## config.mk

```make
export PLATFORM = sky130hd
export DESIGN_NAME = approx_mult_err_monitor
export DESIGN_NICKNAME = d
export VERILOG_FILES = /design/src/rtl/approx_mult_err_monitor.sv
export SDC_FILE = /design/constraint.sdc
export NUM_CORES = 1
export LEC_CHECK = 0
export BUFFER_PORTS_ARGS = -buffer_cell sky130_fd_sc_hd__buf_2
export CORE_ASPECT_RATIO = 1.25
export CORE_UTILIZATION = 50
export CTS_BUF_LIST = sky130_fd_sc_hd__clkbuf_8
export CTS_CLUSTER_SIZE = 14
export DETAILED_ROUTE_END_ITERATION = 12
export PLACE_DENSITY = 0.7
export SLEW_MARGIN = 20
export SYNTH_ARGS = -nofsm -noshare
export SYNTH_HDL_FRONTEND = slang
export SYNTH_SLANG_ARGS = --single-unit
export TNS_END_PERCENT = 100
```

## constraint.sdc

```tcl
create_clock -name clk -period 10.4 [get_ports clk]
set_clock_uncertainty 0.15 [all_clocks]
set_input_delay 0 -clock clk [delete_from_list [all_inputs] [get_ports clk]]
set_output_delay 0 -clock clk [all_outputs]
set_load 0.02 [all_outputs]
```

## src/rtl/approx_mult_err_monitor.sv

```systemverilog
// rtl/approx_mult_err_monitor.sv - exhaustive 8x8 operand sweep with error-distance metrics
// Drives every (A,B) pair into a multiplier under test and scores its product against A*B.
module approx_mult_err_monitor #(
    parameter int LAT = 0
) (
    input  logic        clk,
    input  logic        rst_n,
    input  logic        start,
    output logic [7:0]  op_a,
    output logic [7:0]  op_b,
    output logic        op_valid,
    input  logic [15:0] prod_in,
    output logic        busy,
    output logic        done,
    output logic [16:0] err_cnt,
    output logic [15:0] ed_max,
    output logic [31:0] ed_sum
);

    typedef enum logic [1:0] {
        IDLE  = 2'd0,
        SWEEP = 2'd1,
        DRAIN = 2'd2,
        DONE  = 2'd3
    } state_t;

    state_t      state;
    state_t      state_nxt;
    logic [15:0] pair_cnt;
    logic [2:0]  drain_cnt;
    logic        launch;
    logic        last_pair;
    logic        drain_last;

    logic [16:0] aligned;
    logic        aligned_valid;
    logic [7:0]  aligned_a;
    logic [7:0]  aligned_b;
    logic [15:0] exact;
    logic [16:0] diff;
    logic [16:0] diff_neg;
    logic [15:0] ed;

    assign launch     = start && ((state == IDLE) || (state == DONE));
    assign last_pair  = (state == SWEEP) && (pair_cnt == 16'hFFFF);
    // DRAIN lasts exactly LAT cycles so the final aligned pair lands in its last cycle
    assign drain_last = (state == DRAIN) && (drain_cnt == 3'(LAT - 1));

    always_ff @(posedge clk or negedge rst_n) begin
        if (!rst_n) begin
            state <= IDLE;
        end else begin
            state <= state_nxt;
        end
    end

    always_comb begin
        state_nxt = state;
        case (state)
            IDLE: begin
                if (start) begin
                    state_nxt = SWEEP;
                end
            end
            SWEEP: begin
                if (last_pair) begin
                    state_nxt = (LAT == 0) ? DONE : DRAIN;
                end
            end
            DRAIN: begin
                if (drain_last) begin
                    state_nxt = DONE;
                end
            end
            DONE: begin
                if (start) begin
                    state_nxt = SWEEP;
                end
            end
            default: state_nxt = IDLE;
        endcase
    end

    always_ff @(posedge clk or negedge rst_n) begin
        if (!rst_n) begin
            pair_cnt  <= '0;
            drain_cnt <= '0;
        end else begin
            if (launch) begin
                pair_cnt <= '0;
            end else if (state == SWEEP) begin
                pair_cnt <= pair_cnt + 16'd1;
            end
            if (state == DRAIN) begin
                drain_cnt <= drain_cnt + 3'd1;
            end else begin
                drain_cnt <= '0;
            end
        end
    end

    assign op_valid = (state == SWEEP);
    assign op_a     = op_valid ? pair_cnt[15:8] : 8'd0;
    assign op_b     = op_valid ? pair_cnt[7:0]  : 8'd0;
    assign busy     = (state == SWEEP) || (state == DRAIN);
    assign done     = (state == DONE);

    // Delay line lines up each issued pair with the product it produces LAT cycles later
    generate
        if (LAT == 0) begin : g_comb
            assign aligned = {op_valid, op_a, op_b};
        end else begin : g_dly
            logic [16:0] dly [LAT];

            always_ff @(posedge clk or negedge rst_n) begin
                if (!rst_n) begin
                    for (int i = 0; i < LAT; i++) begin
                        dly[i] <= '0;
                    end
                end else begin
                    dly[0] <= {op_valid, op_a, op_b};
                    for (int i = 1; i < LAT; i++) begin
                        dly[i] <= dly[i-1];
                    end
                end
            end

            assign aligned = dly[LAT-1];
        end
    endgenerate

    assign aligned_valid = aligned[16];
    assign aligned_a     = aligned[15:8];
    assign aligned_b     = aligned[7:0];

    assign exact    = {8'd0, aligned_a} * {8'd0, aligned_b};
    assign diff     = {1'b0, prod_in} - {1'b0, exact};
    assign diff_neg = -diff;
    assign ed       = diff[16] ? diff_neg[15:0] : diff[15:0];

    always_ff @(posedge clk or negedge rst_n) begin
        if (!rst_n) begin
            err_cnt <= '0;
            ed_max  <= '0;
            ed_sum  <= '0;
        end else if (launch) begin
            err_cnt <= '0;
            ed_max  <= '0;
            ed_sum  <= '0;
        end else if (aligned_valid) begin
            err_cnt <= err_cnt + 17'(ed != 16'd0);
            ed_sum  <= ed_sum + 32'(ed);
            if (ed > ed_max) begin
                ed_max <= ed;
            end
        end
    end

endmodule
```

==> results.md, run 1 <==
* Post-synthesis compound-gate area fraction at 14.5%
* Pwr dens at 176 nW/µm²
* Seq/Total Area, Yosys at 24.9%
* Routed length on met2 at 10,400 µm
* Dominant cell type by area after synthesis: dfrtp_1
* Clock Sink Count at 86
* Leading cell type by number of instances after synthesis: inv_1
* CP max FO at 49
* Area growth syn-to-layout at 10.1%
* Max-Cap Viols at 0
* Top-Level Pins at 103
* # DRC at 0
* Peak supply drop at 0.0000733 V
* Post-synthesis mux area share at 1.62%
* Share of post-route cells with drive strength above 1 at 12.4%
* Setup Viol. Count Final at 0
* PnR worst setup slack at 1600 ps
* Syn_nets at 1,175
* Final min period at 8800 ps
* Area of the mapped netlist at 8640 µm²
* Largest net degree at the start of global routing at 78
* Status: finished, final reports clean
* Fraction of registers with async set/reset at 100%
* Die Width at 120 µm
* Post-Synth Adder-Cell Area at 23.5%
* Site Rows at 53
* Worst path required time at 10,520 ps
* WL/cell at 16.0 µm
* Starting Density at 51.3%
* Synth Area in Simple Gates at 20.6%
* Synth top cells by count: inv_1 (128), dfrtp_1 (86), nor2_1 (83)
* CP Capture Type: flop
* DR vias at 7,475
* Core Region at 16,800 µm²
* TNS Setup at 0 ps
* Grt ovf at 0
* Die Height at 149 µm
* Synth Instances at 1,024
* Vias in the first global route at 7,214
* Die area at 17,800 µm²
* Fin nets at 1,244
* Initial antenna violation count at 0
* Clk pin slew, worst setup/hold paths at 100 ps
* Clk_lat worst skew at 370 ps
* WL met1 at 9060 µm
* Syn avg cell area at 8.43 µm²
* Post-CTS resize count at 0
* Syn. warnings at 0
* Fraction of synthesized cell area in xor and xnor cells at 6.90%
* Share of the synthesized area in the top cell type at 24.9%
* DR vias/cell at 5.68
* Final hold viol count at 0
* Number of synthesized flops with an enable pin at 0
* Synth cell types at 63
* DR top layer: met4
* WP data arrival at 8920 ps
* RSZ-0062 raised after global routing: no
* CTS tree: done
* Antenna Diode Count at 0
* HPWL after DPL at 16,500 µm
* Main combinational cell family by area after synthesis: adder cells
* WL met3 at 900 µm
* Worst Max-Slew Pin Slew at 937 ps
* Fmax at 114 MHz
* Pre-CTS WS at 1640 ps
* Final max-slew violation count at 0
* Drt first pass iters at 5
* Slew headroom at 37.3%
* Pleak at 4.73 nW
* DR iter-0 viols at 394
* RePlAce Congestion at 0.900
* R2R Setup Slk at 1600 ps
* CP Launch Type: flop
* Global-route wire length before repair at 35,300 µm
* I/O Buffers at 102
* Root Buffer: clkbuf_8
* H-tree level count at 3
* Critical path class: reg2reg
* #FFs+latches synth at 86
* Min-delay worst type: in2reg
* DRT antenna net count at 0
* Ranking of synthesized cells by area: dfrtp_1 (25%), ha_1 (12%), fa_1 (12%)
* Total CTS buffers at 9
* Final worst-path cycle share at 84.7%
* Total track usage at 24.8%
* CTS Buffer Depth at 2
* Synth Flop Type: dfrtp_1
* Final wirelength at 21,100 µm
==> what timing repair did <==
action                                 4_1_cts  5_1_grt
endpoints found under the hold margin       32        0
buffers inserted                             0        0
setup endpoints to repair                    0        0
hold buffers                                 4        0
==> worst paths after layout <==
path / cells after the start / to / from
min: 4 / ed_max[0] / prod_in[3]
max reg2reg: 27 / ed_max[5] / state[1]
min reg2reg: 1 / drain_cnt[0] / drain_cnt[0]
min in group asynchronous: 3 / pair_cnt[3] / rst_n
max: 27 / ed_max[5] / state[1]
max in group asynchronous: 4 / err_cnt[12] / rst_n
==> routing by layer <==
metal,vias up,track usage [%]
met5,-,0
met4,0,10.7
met3,46,3.56
met2,191,42.7
met1,3576,30.9
li1,3662,-
==> state kept, by name, summed over array words and instances (netlist names) <==
register	flops
pair_cnt	16
ed_max	16
state	2
drain_cnt	3
err_cnt	17
ed_sum	32
==> stage by stage <==
step                power [mW]  instance area (µm²)  std cells  hold slack [ps]  util (%)
floorplan                 1.18                 8640       1024             -446         -
global placement          1.42                 9280       1298             -195      55.1
detailed placement        1.43                 9280       1298             -195      55.1
CTS                       1.68                 9510       1317              128      56.4
global route              1.82                 9510       1317              169      56.4
finish                    1.68                 9510       1317              146      56.4
==> report_power, final <==
part	internal, mW	total (mW)	switching, mW
combinational	0.357	0.945	0.588
clock	0.112	0.245	0.133
sequential	0.408	0.487	0.0787
==> cell families after synthesis <==
group / Yosys count
multiplexers: 14
AND/OR/NAND/NOR: 350
adder cells (fa/ha/maj): 132
AO/OA/AOI/OAI: 191
buffers and inverters: 183
flip-flops: 86
XOR/XNOR: 68
==> worst max-delay path: stages (launching register included) <==
cell       delay, ps
dfrtp_1          420
inv_1             70
ha_2             600
and2_1           330
nand2_1          110
fa_1             520
fa_1             450
fa_1             510
inv_1             50
fa_1             540
inv_1             40
ha_1             430
a2111oi_2        340
o21ai_0          150
a41o_1           290
o21ai_1          410
nand2_1          340
a221oi_1         420
xnor2_1          300
ha_1             340
o21ai_0           80
a21oi_1           80
o31a_1           240
o21a_1           180
o21ai_1          610
buf_4            310
a21oi_1           80
a311oi_1         290
==> cell usage in the layout, fill, tap and decap left out, drive strengths merged, types with 10 or more instances in the layout <==
| master | n |
|---|---|
| nor3 | 21 |
| nand4 | 16 |
| nand2 | 76 |
| o211ai | 10 |
| a21oi | 57 |
| a21o | 13 |
| or3 | 21 |
| ha | 82 |
| fa | 50 |
| xnor2 | 38 |
| xor2 | 30 |
| a311oi | 12 |
| dfrtp | 86 |
| o21ai | 41 |
| nand3 | 31 |
| and2 | 20 |
| mux2i | 14 |
| inv | 131 |
| buf | 109 |
| nor2 | 83 |
| and3 | 45 |
==> final cells by class <==
class | count | area (µm²)
Fill cell | 1601 | 7340
Multi-Input combinational cell | 755 | 5800
Sequential cell | 86 | 2150
Timing Repair Buffer | 113 | 606
Inverter | 128 | 480
Tap cell | 220 | 275
Clock buffer | 9 | 124
Clock inverter | 6 | 68.8
No activity file was read; power rests on OpenSTA's default activity.
==> inputs of run 2 (changes only) <==
- PLACE_DENSITY: 0.7 -> 0.73
- clock period: 10.4 -> 7.9 ns (I/O delays scaled with it)
==> run 2 against run 1 <==
Compared with the run above: the run now ends with negative hold slack left; count of clock-buffer cells in the layout up 1; combinational power increased by 47%; largest cell class unchanged; register-to-register slack worse by 1400 ps; design area rose by 6.5%; via count up 2.0%; maximum frequency increased by 15%; core utilization is 3.7 points higher; hold slack got worse by 180 ps; first-iteration DRC count up 25%; global-route usage up 0.48 points; sequential share of layout area down 1.4 points; clock power is 29% higher; critical path type unchanged.
==> results.md, run 2 (synthesis gave the netlist of run 1 again) <==
* Worst path required time at 8040 ps (-2480 ps)
* DRT antenna net count at 0 (unchanged)
* Commonest non-fill, non-tap cell in the layout: inv_1
* Final min period at 7670 ps (-1130 ps)
* Clk_lat worst skew at 380 ps (about the same)
* Core Region at 16,800 µm² (unchanged)
* Clock Sink Count at 86 (unchanged)
* Pleak at 5.01 nW (+6.0%)
* Number of flip-flops in the largest register at 32 (unchanged)
* Commonest cells after routing, fill and taps aside: inv_1 (128), buf_2 (101), dfrtp_1 (86)
* Share of post-route cells with drive strength above 1 at 20.1% (+7.7 points)
* Min-delay worst type: in2async
* Worst Max-Slew Pin Slew at 742 ps (-196 ps)
* Slew headroom at 50.6% (+13 points)
* CTS tree: done
* Final worst-path cycle share at 97.1% (+12 points)
* WP data arrival at 7810 ps (-1110 ps)
* Grt ovf at 0 (unchanged)
* Design Power at 2.35 mW (+40%)
* CP Capture Type: flop
* Root Buffer: clkbuf_8
* Drt first pass iters at 6 (+1)
* Fin nets at 1,291 (+3.8%)
* CTS Buffer Depth at 2 (unchanged)
* # DRC at 0 (unchanged)
* CP max FO at 7 (-86%)
* WL/cell at 16.4 µm (+2.4%)
* Antenna Diode Count at 0 (unchanged)
* HPWL after DPL at 17,200 µm (+4.1%)
* Starting Density at 51.3% (unchanged)
* DR vias at 7,624 (+2.0%)
* Largest net degree at the start of global routing at 62 (-21%)
* Final hold viol count at 28 (+28)
* Hold Slack at -31.3 ps (-178 ps)
* Pwr dens at 232 nW/µm² (+32%)
* Critical Path Max Stage Delay at 550 ps (-60 ps)
* Global-route wire length before repair at 36,000 µm (+2.1%)
* CP Launch Type: flop
* H-tree level count at 3 (unchanged)
* Die area at 17,800 µm² (unchanged)
* Total CTS buffers at 9 (unchanged)
* RePlAce Congestion at 0.978 (+8.6%)
* Largest registers: ed_sum: 32 flops, err_cnt: 17 flops
* DR vias/cell at 5.59 (-1.6%)
* Clk pin slew, worst setup/hold paths at 110 ps (about the same)
* Max-Cap Viols at 0 (unchanged)
* I/O Buffers at 102 (unchanged)
* CP max-delay cell: fa_1
* Top-Level Pins at 103 (unchanged)
* Area growth syn-to-layout at 17.3%
* Fmax at 130 MHz (+15%)
* Initial antenna violation count at 0 (unchanged)
* Die Height at 149 µm (unchanged)
* Site Rows at 53 (unchanged)
* DR iter-0 viols at 492 (+25%)
* Setup Viol. Count Final at 0 (unchanged)
* Final max-slew violation count at 0 (unchanged)
* Vias in the first global route at 7,402 (+2.6%)
* Biggest register: ed_sum
* TNS Setup at 0 ps (unchanged)
* Peak supply drop at 0.000106 V (+44%)
* Die Width at 120 µm (unchanged)
* Final wirelength at 22,400 µm (+6.1%)
* Failing checks: negative hold slack
* Status: finished with violations
* Total track usage at 25.3% (+0.48 points)
* Critical path class: reg2reg
run 2: changes by cell type in the layout (fill, tap and decap cells not counted), sizes merged:
cell / delta
clkinvlp: +1
clkinv: +1
inv: -1
buf: +49
clkbuf: +1
dlygate4sd3: -2
bufinv: -1
run 2: area by class of cell:
type,instances,area [µm²]
Clock buffer,10,138
Clock inverter,6,52.6
Fill cell,1577,6720
Inverter,128,480
Multi-Input combinational cell,755,6070
Sequential cell,86,2150
Tap cell,220,275
Timing Repair Buffer,160,961
run 2: stage by stage:
stage / instance area (µm²) / worst slack [ps] / utilization, % / cells / hold WS, ps
floorplan: 8660 / 44.6 / - / 1024 / -446
global placement: 9600 / 19.3 / 57.0 / 1340 / -195
detailed placement: 9600 / -6.16 / 57.0 / 1340 / -199
CTS: 9820 / 44.3 / 58.3 / 1358 / 6.84
global route: 10100 / -98.6 / 60.1 / 1365 / 4.28
finish: 10100 / 227 / 60.1 / 1365 / -31.3
run 2: final timing paths:
path | start | endpoint | slack, ps | cells after the start
worst max-delay path | state[1] | ed_sum[15] | 230 | 28
worst min-delay path | rst_n | err_cnt[9] | -30 | 2
worst max register to register | state[1] | ed_sum[15] | 230 | 28
worst min register to register | drain_cnt[0] | drain_cnt[0] | 280 | 1
max in group asynchronous | rst_n | ed_max[13] | 6540 | 3
min in group clk | prod_in[3] | ed_max[0] | 170 | 4
run 2: power by group:
group	switching [mW]	internal [mW]
combinational	0.837	0.556
sequential	0.103	0.537
clock	0.189	0.128
run 2: critical path, delay by kind of cell (launching register included):
kind	cells	cell delay (ps)
adder cells (fa/ha/maj)	7	2950
buffers and inverters	5	410
flip-flops	1	410
AND/OR/NAND/NOR	7	1620
AO/OA/AOI/OAI	9	2050
run 2: what timing repair did:
item,CTS,global route
gates resized for setup,2,56
pin swaps,0,13
hold buffers,2,0
endpoints found under the setup margin,13,54
endpoints found under the hold margin,46,0
setup buffers,0,7
run 2: per-layer routing:
layer	vias to the layer above	global-route usage, %	share of wire, %
li1	3728	-	-
met1	3660	31.0	42
met2	192	45.4	52
met3	44	2.60	3.3
met4	0	9.63	2.9
met5	-	0	0
==> inputs of run 3 (changes only) <==
- GPL_TIMING_DRIVEN: not set -> 0
==> run 3 against run 2 <==
Compared with the run above: the flow still finishes with violations (negative hold slack); design area rose by 6.1%; critical endpoint unchanged; worst setup slack improved by 26 ps; routed wire length rose by 6.0%; clock power barely moved; critical path depth rose by 4; die area did not move.
==> results.md, run 3 (synthesis gave the netlist of run 1 again) <==
* Status: finished with violations
* Failing checks: negative hold slack
* Die area at 17,800 µm² (unchanged)
* Fill cells at 1,441 (-8.6%)
* Die Height at 149 µm (unchanged)
* Slew headroom at 44.6% (-6.0 points)
* Pwr dens at 241 nW/µm² (+3.8%)
* Number of flip-flops in the largest register at 32 (unchanged)
* Final max-slew violation count at 0 (unchanged)
* Core Region at 16,800 µm² (unchanged)
* Worst path required time at 8000 ps (-40 ps)
* Root Buffer: clkbuf_8
* RePlAce Congestion at 0.905 (-7.4%)
* Crit path top cell by count: fa_1
* Pleak at 5.23 nW (+4.4%)
* Fmax at 131 MHz (+0.34%)
* Top-Level Pins at 103 (unchanged)
* Max-Cap Viols at 0 (unchanged)
* Design Power at 2.59 mW (+10%)
* Clk_lat worst skew at 370 ps (about the same)
* Total CTS buffers at 9 (unchanged)
* I/O Buffers at 102 (unchanged)
* Largest net degree at the start of global routing at 47 (-24%)
* Starting Density at 51.3% (unchanged)
* Worst Max-Slew Pin Slew at 831 ps (+89.5 ps)
* TNS Setup at 0 ps (unchanged)
* Min-delay worst type: in2async
* Final wirelength at 23,700 µm (+6.0%)
* Final hold viol count at 9 (-68%)
* Commonest non-fill, non-tap cell in the layout: inv_1
* Biggest register: ed_sum
* Drt first pass iters at 5 (-1)
* DRT antenna net count at 0 (unchanged)
* Placed Cells at 1,347 (+0.52%)
* CP max FO at 10 (+3)
* Non-Filler Instances at 1,397 (+2.3%)
* Setup Viol. Count Final at 0 (unchanged)
* Initial antenna violation count at 0 (unchanged)
* Post-Layout Inst Area at 10,700 µm² (+6.1%)
* Antenna Diode Count at 0 (unchanged)
* Site Rows at 53 (unchanged)
* H-tree level count at 3 (unchanged)
* DR iter-0 viols at 660 (+34%)
* WL/cell at 17.0 µm (+3.6%)
* DR vias at 8,115 (+6.4%)
* Clk pin slew, worst setup/hold paths at 90 ps (-20 ps)
* Hold Slack at -10.8 ps (+20.6 ps)
* Post-DP Area at 9480 µm² (-1.3%)
* CP max-delay cell: fa_1
* CTS Buffer Depth at 2 (unchanged)
* Area growth syn-to-layout at 24.4%
* Fin util at 63.8% (+3.7 points)
* Commonest cells after routing, fill and taps aside: inv_1 (122), buf_2 (105), dfrtp_1 (86)
* Largest registers: ed_sum: 32 flops, err_cnt: 17 flops
* HPWL after DPL at 17,400 µm (+1.0%)
* Final min period at 7650 ps (-25.9 ps)
* Clock Sink Count at 86 (unchanged)
* Vias in the first global route at 7,580 (+2.4%)
* CTS tree: done
* Grt ovf at 0 (unchanged)
* Die Width at 120 µm (unchanged)
* CP Capture Type: flop
* Critical Path Max Stage Delay at 540 ps (about the same)
* CP Launch Type: flop
* DR vias/cell at 5.81 (+4.0%)
* Global-route wire length before repair at 36,800 µm (+2.1%)
* Final worst-path cycle share at 96.8% (-0.33 points)
* # DRC at 0 (unchanged)
* Peak supply drop at 0.000118 V (+11%)
* Share of post-route cells with drive strength above 1 at 24.7% (+4.6 points)
* Critical path class: reg2reg
* Total track usage at 25.9% (+0.69 points)
* Fin nets at 1,324 (+2.6%)
* WP data arrival at 7750 ps (-60 ps)
-- run 3: cell types whose count changed in the layout (fill, tap and decap cells not counted), sizes merged --
cell,change
clkinvlp,+1
clkinv,-2
bufinv,+1
clkbuf,+28
buf,+4
-- run 3: layout make-up --
cell class                 instances  area (µm²)  area share (%)
buffer                            45         272            2.53
inverter                         128         480            4.47
multi-input combinational        755        6440            60.0
tap                              220         275            2.56
timing repair buffer             148         930            8.65
sequential                        86        2150            20.0
clock inverter                     6        70.1           0.652
clock buffer                       9         124            1.15
-- run 3: path summary, 6_finish.rpt --
check / startpoint / to / slack [ps] / depth (start not counted)
max: state[0] / ed_sum[15] / 250 / 32
min: rst_n / ed_max[6] / -10 / 2
max reg2reg: state[0] / ed_sum[15] / 250 / 32
min reg2reg: drain_cnt[0] / drain_cnt[0] / 280 / 1
max in group asynchronous: rst_n / state[0] / 7000 / 3
min in group clk: drain_cnt[0] / drain_cnt[0] / 280 / 1
-- run 3: per-stage QoR --
stage,setup WS [ps],hold slack [ps]
2_1_floorplan,44.6,-446
3_3_place_gp,-1060,159
3_5_place_dp,-1190,-127
4_1_cts,-3.22,20.6
5_1_grt,-73.0,58.5
6_report,253,-10.8
-- run 3: worst max-delay path, delay by kind of cell (launching register included) --
kind / cells / cell delay [ps]
flops: 1 / 420
simple gates: 8 / 1300
buf+inv: 8 / 810
compound gates: 9 / 2140
fa+ha+maj: 7 / 2710
-- run 3: routing by layer --
| metal | up-vias | track usage [%] | wire length (µm) |
|---|---|---|---|
| met5 | - | 0 | 0 |
| met4 | 0 | 11.7 | 959 |
| met3 | 61 | 2.60 | 1030 |
| met2 | 270 | 45.5 | 12000 |
| met1 | 3978 | 32.2 | 9700 |
| li1 | 3806 | - | - |
-- run 3: timing repair --
action,CTS,global route
buffers inserted,18,22
cloned,1,2
pin swaps,16,56
setup endpoints to repair,60,58
gates resized for setup,71,110
endpoints found under the hold margin,88,0
hold buffers,2,0
-- run 3: power breakdown --
part | leakage, nW | switching [mW] | internal, mW
clock network | 0.0883 | 0.173 | 0.147
logic | 4.00 | 0.975 | 0.668
registers | 1.15 | 0.0868 | 0.538
